==> config.mk <==
export PLATFORM = sky130hd
export DESIGN_NAME = tl_multiphase_ctrl
export DESIGN_NICKNAME = d
export VERILOG_FILES = /design/src/rtl/tl_pkg.sv /design/src/rtl/tl_phase_timer.sv /design/src/rtl/tl_multiphase_ctrl.sv
export SDC_FILE = /design/constraint.sdc
export NUM_CORES = 1
export LEC_CHECK = 0
export CAP_MARGIN = 5
export CORE_MARGIN = 3
export CORE_UTILIZATION = 55
export DETAILED_ROUTE_END_ITERATION = 10
export PLACE_DENSITY_LB_ADDON = 0.2
export SLEW_MARGIN = 20
export SYNTH_ARGS = -nofsm -noshare
export SYNTH_HDL_FRONTEND = slang
export SYNTH_SLANG_ARGS = --single-unit
==> constraint.sdc <==
create_clock -name clk -period 4.4 [get_ports clk]
set_input_delay 0.88 -clock clk [delete_from_list [all_inputs] [get_ports clk]]
set_output_delay 0.88 -clock clk [all_outputs]
set_load 0.03 [all_outputs]
==> src/rtl/tl_pkg.sv <==
// Shared state encodings and sizing helper for the multiphase traffic-light controller.
package tl_pkg;

    localparam logic [2:0] ST_IDLE   = 3'd0;
    localparam logic [2:0] ST_GREEN  = 3'd1;
    localparam logic [2:0] ST_YELLOW = 3'd2;
    localparam logic [2:0] ST_ALLRED = 3'd3;
    localparam logic [2:0] ST_FLASH  = 3'd4;

    // Width of the approach index; never below one bit so a port always exists.
    function automatic int idx_w(input int n);
        return (n > 1) ? $clog2(n) : 1;
    endfunction

endpackage

==> src/rtl/tl_phase_timer.sv <==
// Phase tick counter: clears on state entry, counts tick_en pulses, flags the final tick.
module tl_phase_timer #(
    parameter int CNT_W = 6
) (
    input  logic             clk,
    input  logic             rst,
    input  logic             clear,
    input  logic             tick_en,
    input  logic [CNT_W-1:0] last,
    output logic [CNT_W-1:0] cnt,
    output logic             done
);

    always_ff @(posedge clk) begin
        if (rst || clear) begin
            cnt <= '0;
        end else if (tick_en) begin
            cnt <= cnt + CNT_W'(1);
        end
    end

    assign done = tick_en && (cnt == last);

endmodule

==> src/rtl/tl_multiphase_ctrl.sv <==
// Round-robin traffic-light phase controller with pedestrian truncation, walk and flash mode.
module tl_multiphase_ctrl import tl_pkg::*; #(
    parameter int N_DIR       = 2,
    parameter int CNT_W       = 6,
    parameter int T_GREEN     = 20,
    parameter int T_MIN_GREEN = 5,
    parameter int T_YELLOW    = 3,
    parameter int T_ALLRED    = 2
) (
    input  logic                    clk,
    input  logic                    rst,
    input  logic                    tick_en,
    input  logic                    start,
    input  logic                    force_flash,
    input  logic [N_DIR-1:0]        ped_req,
    output logic [N_DIR-1:0]        red,
    output logic [N_DIR-1:0]        yellow,
    output logic [N_DIR-1:0]        green,
    output logic [N_DIR-1:0]        walk,
    output logic [idx_w(N_DIR)-1:0] phase_idx,
    output logic [N_DIR-1:0]        ped_pend
);

    localparam int IDX_W = idx_w(N_DIR);
    localparam logic [IDX_W-1:0] LAST_IDX = IDX_W'(N_DIR - 1);

    logic [2:0]       state_q, state_d;
    logic [IDX_W-1:0] idx_q, idx_d;
    logic [N_DIR-1:0] pend_q, pend_d;
    logic             walk_q, toggle_q;
    logic [CNT_W-1:0] cnt, last;
    logic             done;
    logic [N_DIR-1:0] own;
    logic             other_pend;

    tl_phase_timer #(
        .CNT_W (CNT_W)
    ) u_timer (
        .clk     (clk),
        .rst     (rst),
        .clear   (state_d != state_q),
        .tick_en (tick_en),
        .last    (last),
        .cnt     (cnt),
        .done    (done)
    );

    always_comb begin
        last = CNT_W'(T_GREEN - 1);
        case (state_q)
            ST_YELLOW: last = CNT_W'(T_YELLOW - 1);
            ST_ALLRED: last = CNT_W'(T_ALLRED - 1);
            default:   last = CNT_W'(T_GREEN - 1);
        endcase
    end

    always_comb begin
        own         = '0;
        own[idx_q]  = 1'b1;
        other_pend  = |(pend_q & ~own);
    end

    always_comb begin
        state_d = state_q;
        idx_d   = idx_q;
        if (force_flash) begin
            state_d = ST_FLASH;
        end else if (state_q == ST_FLASH) begin
            state_d = ST_ALLRED;
        end else if (!start) begin
            state_d = ST_IDLE;
        end else begin
            case (state_q)
                ST_IDLE: if (tick_en) state_d = ST_GREEN;
                ST_GREEN: begin
                    if (done || (tick_en && other_pend &&
                                 cnt >= CNT_W'(T_MIN_GREEN - 1))) begin
                        state_d = ST_YELLOW;
                    end
                end
                ST_YELLOW: if (done) state_d = ST_ALLRED;
                ST_ALLRED: begin
                    if (done) begin
                        state_d = ST_GREEN;
                        idx_d   = (idx_q == LAST_IDX) ? '0 : idx_q + IDX_W'(1);
                    end
                end
                default: state_d = ST_IDLE;
            endcase
        end
    end

    // A request held high across its own served green stays pending for the next round.
    always_comb begin
        pend_d = pend_q | ped_req;
        if (state_q == ST_GREEN && state_d == ST_YELLOW) begin
            pend_d[idx_q] = ped_req[idx_q];
        end
    end

    always_ff @(posedge clk) begin
        if (rst) begin
            state_q  <= ST_IDLE;
            idx_q    <= '0;
            pend_q   <= '0;
            walk_q   <= 1'b0;
            toggle_q <= 1'b0;
        end else begin
            state_q <= state_d;
            idx_q   <= idx_d;
            pend_q  <= pend_d;
            if (state_d == ST_GREEN && state_q != ST_GREEN) begin
                walk_q <= pend_d[idx_d];
            end
            if (state_d == ST_FLASH && state_q != ST_FLASH) begin
                toggle_q <= 1'b1;
            end else if (state_q == ST_FLASH && tick_en) begin
                toggle_q <= ~toggle_q;
            end
        end
    end

    always_comb begin
        red    = '1;
        yellow = '0;
        green  = '0;
        walk   = '0;
        case (state_q)
            ST_GREEN: begin
                red[idx_q]   = 1'b0;
                green[idx_q] = 1'b1;
                walk[idx_q]  = walk_q;
            end
            ST_YELLOW: begin
                red[idx_q]    = 1'b0;
                yellow[idx_q] = 1'b1;
            end
            ST_FLASH: begin
                red    = '0;
                yellow = {N_DIR{toggle_q}};
            end
            default: ;
        endcase
    end

    assign phase_idx = idx_q;
    assign ped_pend  = pend_q;

endmodule
* After elaboration in Yosys (flattened, before gate mapping)
Cells that the tools add are included.
Operators by class: equality and inequality tests 11, muxes and demuxes 29, $lt $le $gt $ge 4, reductions and logical operators 14, bitwise gates (word level) 5, add/subtract/negate cells 2
Operators by type and width (count):
- 3-bit 2-to-1 mux | 7
- 1-bit 2-to-1 mux | 13
- 3-bit one-hot mux with 4 select lines | 1
- 5-bit one-hot mux with 2 select lines | 1
- 3-bit by 2-bit == test with 1-bit output (second input constant) | 3
- 1-bit logical AND | 8
- 2-bit one-hot mux with 2 select lines | 2
- 6-bit by 1-bit adder with 6-bit output (second input constant) | 1
- 3-bit by 1-bit == test with 1-bit output (second input constant) | 2
- 3-bit == test (second input constant) | 2
- 6-bit by 5-bit == test with 1-bit output | 1
- 6-bit by 3-bit greater-or-equal comparator with 1-bit output (second input constant) | 1
- 2-bit 2-to-1 mux | 3
- 2-bit bitwise AND | 2
- 1-bit by 2-bit less-than comparator with 1-bit output (second input constant) | 2
- 2-bit OR reduction | 2
- 3-bit logical NOT | 1
- 3-bit by 1-bit != test with 1-bit output (second input constant) | 1
- 3-bit != test | 1
- 3-bit != test (second input constant) | 1
- 2-bit bitwise mux | 1
- 1-bit logical OR | 2
- 2-bit NOT | 1
- 2-bit bitwise OR | 1
- 5 further kinds | 5
Storage, ports and cells: output and inout bits 11, flip-flop bits (word level) 14, input bits 7, word-level logic and storage cells 71

* Logic depth before layout (Yosys ltp)
Gate-level depths: netlist of run 1.
depth after elaboration 20, depth in mapped cells 7, mapped depth without buffers 6

* Cells and area by module
From an unflattened synthesis of run 1, not the netlist that was laid out.
Unflattened totals: cell total of the unflattened synthesis 122, area total of the unflattened synthesis 1018.5 um2
Modules (own cells, without submodules):
- tl_multiphase_ctrl | times used 1, cells an instance 87, area each 699.4 um2
- tl_phase_timer | times used 1, cells an instance 35, area each 319.1 um2

* Worst setup path before layout of run 1
Ideal clock, no wire load.
path kind register to output, start register idx_q, in the netlist phase_idx, end output port walk[1], data required time 3.520 ns, arrival 1.907 ns, cell stages (with the launch flop) 5, path slack 1.613 ns, path buffers 1, cells stage by stage dfxtp_1 -> clkbuf_1 -> nor2b_1 -> nor2b_1 -> and2_1
Between the ends: longest elaborated chain between the ends 6, elaborated cells on any way between the ends 7
RTL lines:
- start: declaration | line tl_multiphase_ctrl.sv:28 | logic [IDX_W-1:0] idx_q, idx_d;
- start signal: assignment | line tl_multiphase_ctrl.sv:110 | idx_q <= idx_d;
- 1-bit by 2-bit less-than comparator with 1-bit output (not written as such) / 1-bit greater-or-equal comparator (equally long branches) | line tl_multiphase_ctrl.sv:132 | walk[idx_q] = walk_q;
- 1-bit logical AND (not written as such) | line tl_multiphase_ctrl.sv:132
- 1-bit 2-to-1 mux (not written as such) | line tl_multiphase_ctrl.sv:132
- 1-bit demux with 1-bit select * | line tl_multiphase_ctrl.sv:132
- 2-bit bitwise AND (no line) *
- 2-bit 2-to-1 mux * | line tl_multiphase_ctrl.sv:128 | case (state_q)
- end: declaration | line tl_multiphase_ctrl.sv:19 | output logic [N_DIR-1:0] walk,
Mark *: on every way between the ends. The rest lies on a longest branch, timed or not.

* Worst setup path after layout of run 1
start register state_q[0], end output port walk[0]
Between the ends: longest elaborated chain between the ends 2
RTL lines:
- start: declaration | line tl_multiphase_ctrl.sv:27 | logic [2:0] state_q, state_d;
- start signal: assignment | line tl_multiphase_ctrl.sv:109 | state_q <= state_d;
- 3-bit by 1-bit == test with 1-bit output | line tl_multiphase_ctrl.sv:128
- 2-bit 2-to-1 mux | line tl_multiphase_ctrl.sv:128
No other way between the ends.

==> flow_metrics.env, run 1 <==
export IMPL_crit_type="reg -> out"
export IMPL_max_cap_violations=0
export IMPL_nets=156
export IMPL_synth_yosys_warnings=0
export IMPL_synth_top_family_by_area="simple AND/OR/NAND/NOR gates"
export IMPL_place_inst=167
export IMPL_die_w_um=49.7
export IMPL_period_minus_slack_ns=3.10
export IMPL_power_switching_uw=91.5
export IMPL_area_growth_pct=20.0
export IMPL_reg2reg_slack_ns=1.99
export IMPL_cp_end_kind="primary output"
export IMPL_cts_sinks=14
export IMPL_tightestPinTransition_ns=0.711
export IMPL_grt_overflow=0
export IMPL_route_detailed_wl_per_inst_um=14.3
export IMPL_initial_core_util_pct=59.4
export IMPL_yosys_area_share_simple_pct=32.2
export IMPL_post_route_period_util_pct=70.6
export IMPL_core_um2=1760
export IMPL_avgSynthCellArea_um2=8.00
export IMPL_grt_pass1_wl_um=4240
export IMPL_synth_compound_area_share_pct=26.1
export IMPL_switching_share_pct=30.2
export IMPL_layout_commonest_cell="clkdlybuf4s50_1"
export IMPL_drtIter0Drc=26
export IMPL_max_freq_ghz=0.322
export IMPL_p_per_area_nw_per_um2=241
export IMPL_dieArea_um2=2470
export IMPL_final_cells=171
export IMPL_syn_cell_area_um2=1050
export IMPL_via_count=1031
export IMPL_grt_pass1_vias=960
export IMPL_dp_hpwl_um=1870
export IMPL_drc=0
export IMPL_ant_nets=0
export IMPL_syn_nets=140
export IMPL_power_leakage_nw=0.452
export IMPL_num_io_pins=18
export IMPL_hold_class="reg -> reg"
export IMPL_setup_viol=0
export IMPL_power_frac_clock_pct=32.1
export IMPL_layout_common_cells="17 x clkdlybuf4s50_1, 16 x a21oi_1, 14 x dfxtp_1"
export IMPL_synth_mux_area_fraction_pct=3.10
export IMPL_num_rows=15
export IMPL_ir_drop_uv=167
export IMPL_status="completed"
export IMPL_worstPathRequired_ns=3.52
export IMPL_port_buffers=17
export IMPL_p_comb_share_pct=21.6
export IMPL_postCtsHoldBufs=0
export IMPL_finalHoldViolCount=0
export IMPL_synth_seq_area_share_pct=26.7
export IMPL_clk_pin_slew_worst_paths_ns=0.09
export IMPL_seq_power_share_pct=46.3
export IMPL_clk_latency_ns=0.29
export IMPL_wl_um=2450
export IMPL_synthCells=131
export IMPL_finalMaxSlewViolations=0
export IMPL_ys_types=47
export IMPL_grt_antenna_before_repair=0
export IMPL_grt_start_max_net_pins=17
export IMPL_cp_max_fo=14
export IMPL_max_slew_margin_pct=52.2
export IMPL_htree_levels=1
export IMPL_vias_per_cell=6.03
export IMPL_firstDrtPassIters=4
export IMPL_cts_made_buffers=3
export IMPL_nFillCells=165
export IMPL_p_int_uw=211
export IMPL_critical_path_arrival_ns=2.22
export IMPL_skew_ns=0.00522
export IMPL_drive_gt1_share_pct=10.3
export IMPL_rsz0062_at_grt="false"
export IMPL_cts_tree="yes"
export IMPL_diodes=0
export IMPL_synthXorXnorAreaFrac_pct=5.01
export IMPL_gp_congestion=0.845
export IMPL_clock_path_buffers=2
export IMPL_cts_repair_resized=0
export IMPL_grt_usage_pct=22.2
export IMPL_critPathLaunchType="register"
export IMPL_tns_ns=0
export IMPL_clockRootBuffer="clkbuf_4"
export IMPL_yosys_area_share_adder_pct=2.39
export IMPL_die_h_um=49.7
export IMPL_post_cts_setup_buffers=0
export IMPL_ys_ff_latch=14
## worst max-delay path, stage by stage (launching register included)
cell	delay [ns]
dfxtp_1	0.59
nand2b_1	0.21
nor3_1	0.29
and2_1	0.18
clkdlybuf4s50_1	0.66
## cells in the mapped netlist, drive strengths merged
cell type | instances | area (µm²)
a21oi | 16 | 80.1
dfxtp | 14 | 280
nor2 | 11 | 48.8
o21ai | 9 | 45.0
nand2 | 6 | 22.5
inv | 5 | 18.8
nand2b | 5 | 38.8
clkbuf | 4 | 16.3
nand4 | 4 | 31.3
nor2b | 4 | 32.5
nor3 | 4 | 31.3
o21a | 4 | 30.0
xor2 | 4 | 35.0
a311oi | 3 | 26.3
and3 | 3 | 21.3
nand3 | 3 | 15.0
nand3b | 3 | 22.5
a211oi | 2 | 15.0
a31oi | 2 | 12.5
and2 | 2 | 12.5
buf | 2 | 11.3
ha | 2 | 25.0
mux2 | 2 | 22.5
nor3b | 2 | 20.0
or3 | 2 | 12.5
xnor2 | 2 | 17.5
a21bo | 1 | 10.0
a22oi | 1 | 7.51
a41oi | 1 | 8.76
and4b | 1 | 10.0
mux2i | 1 | 10.0
nand4b | 1 | 8.76
o211a | 1 | 10.0
o211ai | 1 | 12.5
o31a | 1 | 8.76
o31ai | 1 | 7.51
or4b | 1 | 10.0
## kinds of logic (layout without fill, tap and decap cells)
kind of cell | after synthesis | in the layout
compound gates | 43 | 43
xor+xnor | 6 | 6
fa+ha+maj | 2 | 2
buf+inv | 11 | 26
flops | 14 | 14
mux | 3 | 3
simple gates | 52 | 52
## per-stage QoR
stage	total power, mW	setup WS [ns]	util, %	area (µm²)	hold WS (ns)
floorplan	0.186	1.61	-	1050	0.457
global placement	0.206	1.50	69.3	1220	0.473
detailed placement	0.208	1.45	69.3	1220	0.495
CTS	0.306	1.31	71.3	1260	0.512
global route	0.317	1.18	71.3	1260	0.532
finish	0.303	1.30	71.3	1260	0.510
## layout make-up
cell class | count | area [µm²] | area share (%)
tap | 25 | 31.3 | 2.49
sequential | 14 | 280 | 22.3
multi-input combinational | 106 | 722 | 57.4
inverter | 5 | 18.8 | 1.49
timing repair buffer | 17 | 170 | 13.5
clock buffer | 4 | 36.3 | 2.88
## power by group through the flow
stage / logic [mW] / clock network, mW / registers (mW)
3_3_place_gp: 0.0633 / 0 / 0.143
3_5_place_dp: 0.0648 / 0 / 0.143
2_1_floorplan: 0.0442 / 0 / 0.142
4_1_cts: 0.0653 / 0.101 / 0.140
5_1_grt: 0.0715 / 0.105 / 0.141
6_report: 0.0653 / 0.0973 / 0.140
## final timing paths
check	end	depth (start not counted)	startpoint
max	walk[0]	4	state_q[0]
min	toggle_q	1	toggle_q
max reg2reg	u_timer.cnt[1]	6	state_q[1]
min reg2reg	toggle_q	1	toggle_q
## state kept, by name, indices dropped and copies added (netlist names)
name         cells
state_q          3
ped_pend         2
u_timer.cnt      6
phase_idx        1
toggle_q         1
walk_q           1
## per-layer routing
layer | wire length, µm | global-route usage (%) | share of wire (%)
met3 | 116 | 3.93 | 4.7
met2 | 1190 | 38.5 | 48
met4 | 66 | 13.8 | 2.7
met5 | 0 | 0 | 0
met1 | 1080 | 24.8 | 44
No activity file was read; power rests on OpenSTA's default activity.
==> run 2: changes to the inputs <==
--- a/config.mk
+++ b/config.mk
@@ -7,7 +7,7 @@
 export LEC_CHECK = 0
 export CAP_MARGIN = 5
 export CORE_MARGIN = 3
-export CORE_UTILIZATION = 55
+export CORE_UTILIZATION = 52
 export DETAILED_ROUTE_END_ITERATION = 10
 export PLACE_DENSITY_LB_ADDON = 0.2
 export SLEW_MARGIN = 20
==> constraint.sdc (replaced) <==
create_clock -name clk -period 2.9 [get_ports clk]
set_input_delay 0.58 -clock clk [delete_from_list [all_inputs] [get_ports clk]]
set_output_delay 0.58 -clock clk [all_outputs]
set_load 0.03 [all_outputs]
==> flow_metrics.env, run 2 (synthesis gave the netlist of run 1 again) <==
export IMPL_setup_slack_ns=0.233
export IMPL_busiest_layer="met2"
export IMPL_seq_power_share_pct=45.5
export IMPL_dp_hpwl_um=1970
export IMPL_critical_path_arrival_ns=2.09
export IMPL_vias_per_cell=6.17
export IMPL_die_w_um=50.9
export IMPL_top_register="u_timer.cnt"
export IMPL_rr_worst_depth=7
export IMPL_cts_tree="yes"
export IMPL_cpPeakStageDelay_ns=0.67
export IMPL_cts_sinks=14
export IMPL_place_ws_ns=0.536
export IMPL_grt_usage_pct=21.7
export IMPL_skew_ns=0.00977
export IMPL_initial_core_util_pct=57.6
export IMPL_firstDrtPassIters=4
export IMPL_whs_path_depth=1
export IMPL_grtUsageMet1_pct=24.2
export IMPL_dieArea_um2=2590
export IMPL_via_count=1079
export IMPL_nets=160
export IMPL_htree_levels=1
export IMPL_wl_um=2500
export IMPL_port_buffers=17
export IMPL_largest_reg_flops=6
export IMPL_hold_class="reg -> reg"
export IMPL_met3_usage_pct=4.37
export IMPL_cp_end_kind="primary output"
export IMPL_clock_path_buffers=2
export IMPL_period_minus_slack_ns=2.67
export IMPL_num_rows=15
export IMPL_drc=0
export IMPL_clk_pin_slew_worst_paths_ns=0.10
export IMPL_slowest_stage="clkdlybuf4s50_1"
export IMPL_rsz0062_at_grt="false"
export IMPL_grt_pass1_wl_um=4310
export IMPL_use_met2_pct=37.3
export IMPL_power_switching_uw=137
export IMPL_critPathLaunchType="register"
export IMPL_layout_commonest_cell="clkdlybuf4s50_1"
export IMPL_cts_made_buffers=3
export IMPL_area_growth_pct=22.9
export IMPL_num_io_pins=18
export IMPL_tightestPinTransition_ns=0.409
export IMPL_grt_start_max_net_pins=16
export IMPL_post_route_period_util_pct=92.0
export IMPL_die_h_um=50.9
export IMPL_worstPathRequired_ns=2.32
export IMPL_drtIter0Drc=39
export IMPL_power_leakage_nw=0.472
export IMPL_grt_antenna_before_repair=0
export IMPL_max_cap_violations=0
export IMPL_power_frac_clock_pct=31.2
export IMPL_ir_drop_uv=218
export IMPL_cts_repair_resized=0
export IMPL_switching_share_pct=29.7
export IMPL_layout_common_cells="17 x clkdlybuf4s50_1, 16 x a21oi_1, 14 x dfxtp_1"
export IMPL_core_um2=1820
export IMPL_p_int_uw=325
export IMPL_setup_viol=0
export IMPL_status="completed"
export IMPL_tns_ns=0
export IMPL_post_cts_setup_buffers=0
export IMPL_max_freq_ghz=0.375
export IMPL_clk_latency_ns=0.28
export IMPL_diodes=0
export IMPL_p_per_area_nw_per_um2=359
export IMPL_route_detailed_wl_per_inst_um=14.3
export IMPL_grt_pass1_vias=1023
export IMPL_finalMaxSlewViolations=0
export IMPL_gp_congestion=0.849
export IMPL_crit_chain="nand2b_1, nor3_1, and2_1, clkdlybuf4s50_1"
export IMPL_postCtsHoldBufs=0
export IMPL_ant_nets=0
export IMPL_cp_max_fo=7
export IMPL_p_comb_share_pct=23.2
export IMPL_grt_overflow=0
export IMPL_max_slew_margin_pct=72.6
export IMPL_finalHoldViolCount=0
export IMPL_drive_gt1_share_pct=12.7
export IMPL_crit_type="reg -> out"
export IMPL_clockRootBuffer="clkbuf_4"
-- run 2: worst paths after layout --
check | start | to | slack [ns]
max | state_q[0] | walk[0] | 0.23
min | toggle_q | toggle_q | 0.50
max reg2reg | state_q[0] | walk_q | 0.70
min reg2reg | toggle_q | toggle_q | 0.50
-- run 2: per-layer routing --
layer  share of wire [%]  vias up
met2                  48       49
met4                 3.6        0
li1                    -      527
met5                   0        -
met1                  42      490
met3                 7.0       13
-- run 2: worst max-delay path, delay by kind of cell (launching register included) --
kind	cells	cell delay, ns
buffers and inverters	1	0.67
flip-flops	1	0.48
AND/OR/NAND/NOR	3	0.65
-- run 2: power groups by stage --
| stage | sequential, mW | combinational [mW] | clock (mW) |
|---|---|---|---|
| 2_1_floorplan | 0.215 | 0.0670 | 0 |
| 3_3_place_gp | 0.214 | 0.104 | 0 |
| 3_5_place_dp | 0.215 | 0.106 | 0 |
| 4_1_cts | 0.210 | 0.107 | 0.148 |
| 5_1_grt | 0.212 | 0.117 | 0.158 |
| 6_report | 0.210 | 0.107 | 0.144 |
-- run 2: layout make-up --
type,instances,area (µm²)
Sequential cell,14,280
Clock buffer,4,36.3
Tap cell,25,31.3
Inverter,5,18.8
Timing Repair Buffer,21,200
Multi-Input combinational cell,106,722
Fill cell,154,532
-- run 2: per-stage QoR --
stage	instances	cell area [µm²]	hold WS (ns)	power (mW)	utilization [%]
floorplan	131	1050	0.457	0.282	-
global placement	171	1250	0.473	0.318	68.8
detailed placement	171	1250	0.477	0.321	68.8
CTS	175	1290	0.492	0.464	70.8
global route	175	1290	0.508	0.486	70.8
finish	175	1290	0.503	0.462	70.8
==> run 3: changes to the inputs <==
--- a/config.mk
+++ b/config.mk
@@ -6,8 +6,8 @@
 export NUM_CORES = 1
 export LEC_CHECK = 0
 export CAP_MARGIN = 5
-export CORE_MARGIN = 3
-export CORE_UTILIZATION = 52
+export CORE_MARGIN = 2
+export CORE_UTILIZATION = 55
 export DETAILED_ROUTE_END_ITERATION = 10
 export PLACE_DENSITY_LB_ADDON = 0.2
 export SLEW_MARGIN = 20
==> constraint.sdc (replaced) <==
create_clock -name clk -period 3.1 [get_ports clk]
set_input_delay 0.62 -clock clk [delete_from_list [all_inputs] [get_ports clk]]
set_output_delay 0.62 -clock clk [all_outputs]
set_load 0.03 [all_outputs]
==> flow_metrics.env, run 3 (synthesis gave the netlist of run 1 again) <==
export IMPL_status="completed"
export IMPL_grt_pass1_vias=972
export IMPL_p_int_uw=303
export IMPL_core_um2=1760
export IMPL_nFillCells=156
export IMPL_reg2reg_slack_ns=0.90
export IMPL_hold_path_end="walk_q"
export IMPL_grt_overflow=0
export IMPL_hold_class="reg -> reg"
export IMPL_period_minus_slack_ns=2.82
export IMPL_post_route_period_util_pct=90.8
export IMPL_max_cap_violations=0
export IMPL_htree_levels=1
export IMPL_clock_path_buffers=2
export IMPL_switching_share_pct=29.6
export IMPL_skew_ns=0.0100
export IMPL_cts_sinks=14
export IMPL_power_leakage_nw=0.467
export IMPL_gp_congestion=0.895
export IMPL_wl_um=2480
export IMPL_min_from="walk_q"
export IMPL_num_io_pins=18
export IMPL_clockRootBuffer="clkbuf_4"
export IMPL_num_rows=15
export IMPL_die_w_um=47.7
export IMPL_tns_ns=0
export IMPL_multiInputGateArea_um2=722
export IMPL_seq_power_share_pct=46.1
export IMPL_crit_type="reg -> out"
export IMPL_finalMaxSlewViolations=0
export IMPL_power_frac_clock_pct=31.1
export IMPL_drive_gt1_share_pct=12.1
export IMPL_route_detailed_wl_per_inst_um=14.2
export IMPL_top_register="u_timer.cnt"
export IMPL_p_comb_share_pct=22.8
export IMPL_grt_start_max_net_pins=15
export IMPL_cts_repair_resized=0
export IMPL_dp_hpwl_um=1870
export IMPL_power_switching_uw=128
export IMPL_max_slew_margin_pct=69.3
export IMPL_worstReg2RegEnd="u_timer.cnt[4]"
export IMPL_ant_nets=0
export IMPL_port_buffers=17
export IMPL_via_count=1058
export IMPL_cts_made_buffers=3
export IMPL_layout_commonest_cell="clkdlybuf4s50_1"
export IMPL_rsz0062_at_grt="false"
export IMPL_diodes=0
export IMPL_grt_usage_pct=25.0
export IMPL_critical_path_arrival_ns=2.20
export IMPL_r2r_start="state_q[0]"
export IMPL_rr_worst_depth=6
export IMPL_die_h_um=47.7
export IMPL_cts_tree="yes"
export IMPL_worstPathRequired_ns=2.48
export IMPL_critPathLaunchType="register"
export IMPL_final_cells=174
export IMPL_finalHoldViolCount=0
export IMPL_tightestPinTransition_ns=0.459
export IMPL_postCtsHoldBufs=0
export IMPL_whs_path_depth=2
export IMPL_ir_drop_uv=211
export IMPL_clk_latency_ns=0.29
export IMPL_clk_pin_slew_worst_paths_ns=0.09
export IMPL_area_growth_pct=22.2
export IMPL_firstDrtPassIters=4
export IMPL_dieArea_um2=2270
export IMPL_grt_pass1_wl_um=4060
export IMPL_setup_viol=0
export IMPL_max_freq_ghz=0.355
export IMPL_largest_reg_flops=6
export IMPL_vias_per_cell=6.08
export IMPL_place_inst=170
export IMPL_p_per_area_nw_per_um2=336
export IMPL_post_cts_setup_buffers=0
export IMPL_initial_core_util_pct=59.4
export IMPL_ff_latch_area_um2=280
export IMPL_drc=0
export IMPL_cp_max_fo=10
export IMPL_nets=159
export IMPL_cp_end_kind="primary output"
export IMPL_grt_antenna_before_repair=0
export IMPL_drtIter0Drc=51
export IMPL_layout_common_cells="17 x clkdlybuf4s50_1, 16 x a21oi_1, 14 x dfxtp_1"
-- run 3: cell types whose count changed in the layout (fill, tap and decap cells not counted), sizes merged --
cell | previous run | this run
buf | 4 | 3
-- run 3: through the flow --
step | hold WS, ns | area [µm²] | setup slack, ns | util [%] | total power [mW]
floorplan | 0.457 | 1050 | 0.573 | - | 0.264
global placement | 0.473 | 1240 | 0.635 | 70.6 | 0.297
detailed placement | 0.491 | 1240 | 0.615 | 70.6 | 0.300
CTS | 0.505 | 1280 | 0.295 | 72.6 | 0.436
global route | 0.525 | 1280 | 0.146 | 72.6 | 0.453
finish | 0.505 | 1280 | 0.284 | 72.6 | 0.430
-- run 3: worst max-delay path: stages (launching register included) --
cell and delay [ns]:
dfxtp_1 0.60, nand2b_1 0.19, nor2_1 0.40, a21oi_1 0.10, clkdlybuf4s50_1 0.61
-- run 3: per-layer routing --
layer	vias to the layer above	track usage (%)	part of all wire, %
met5	-	0	0
met2	37	47.6	50
li1	516	-	-
met3	4	6.79	4.5
met1	501	27.9	45
met4	0	4.86	1.2
-- run 3: worst max-delay path by stage --
stage	startpoint	to	depth (start not counted)
after global routing	state_q[2]	red[1]	4
after CTS	state_q[2]	red[1]	4
final	state_q[2]	red[1]	4
after floorplan	phase_idx	walk[1]	4
after global placement	tick_en	walk_q	6
after detailed placement	tick_en	walk_q	6
-- run 3: layout make-up --
class	count	area share, %
multi-input cells	106	56.3
inverters	5	1.46
flip-flops and latches	14	21.9
repair buffers	20	15.0
well taps	25	2.44
clock buffers	4	2.83
-- run 3: power groups by stage --
stage	registers (mW)	clock network [mW]	logic, mW
finish	0.199	0.134	0.0983
global route	0.200	0.145	0.108
CTS	0.198	0.140	0.0977
detailed placement	0.202	0	0.0972
global placement	0.202	0	0.0950
floorplan	0.201	0	0.0627
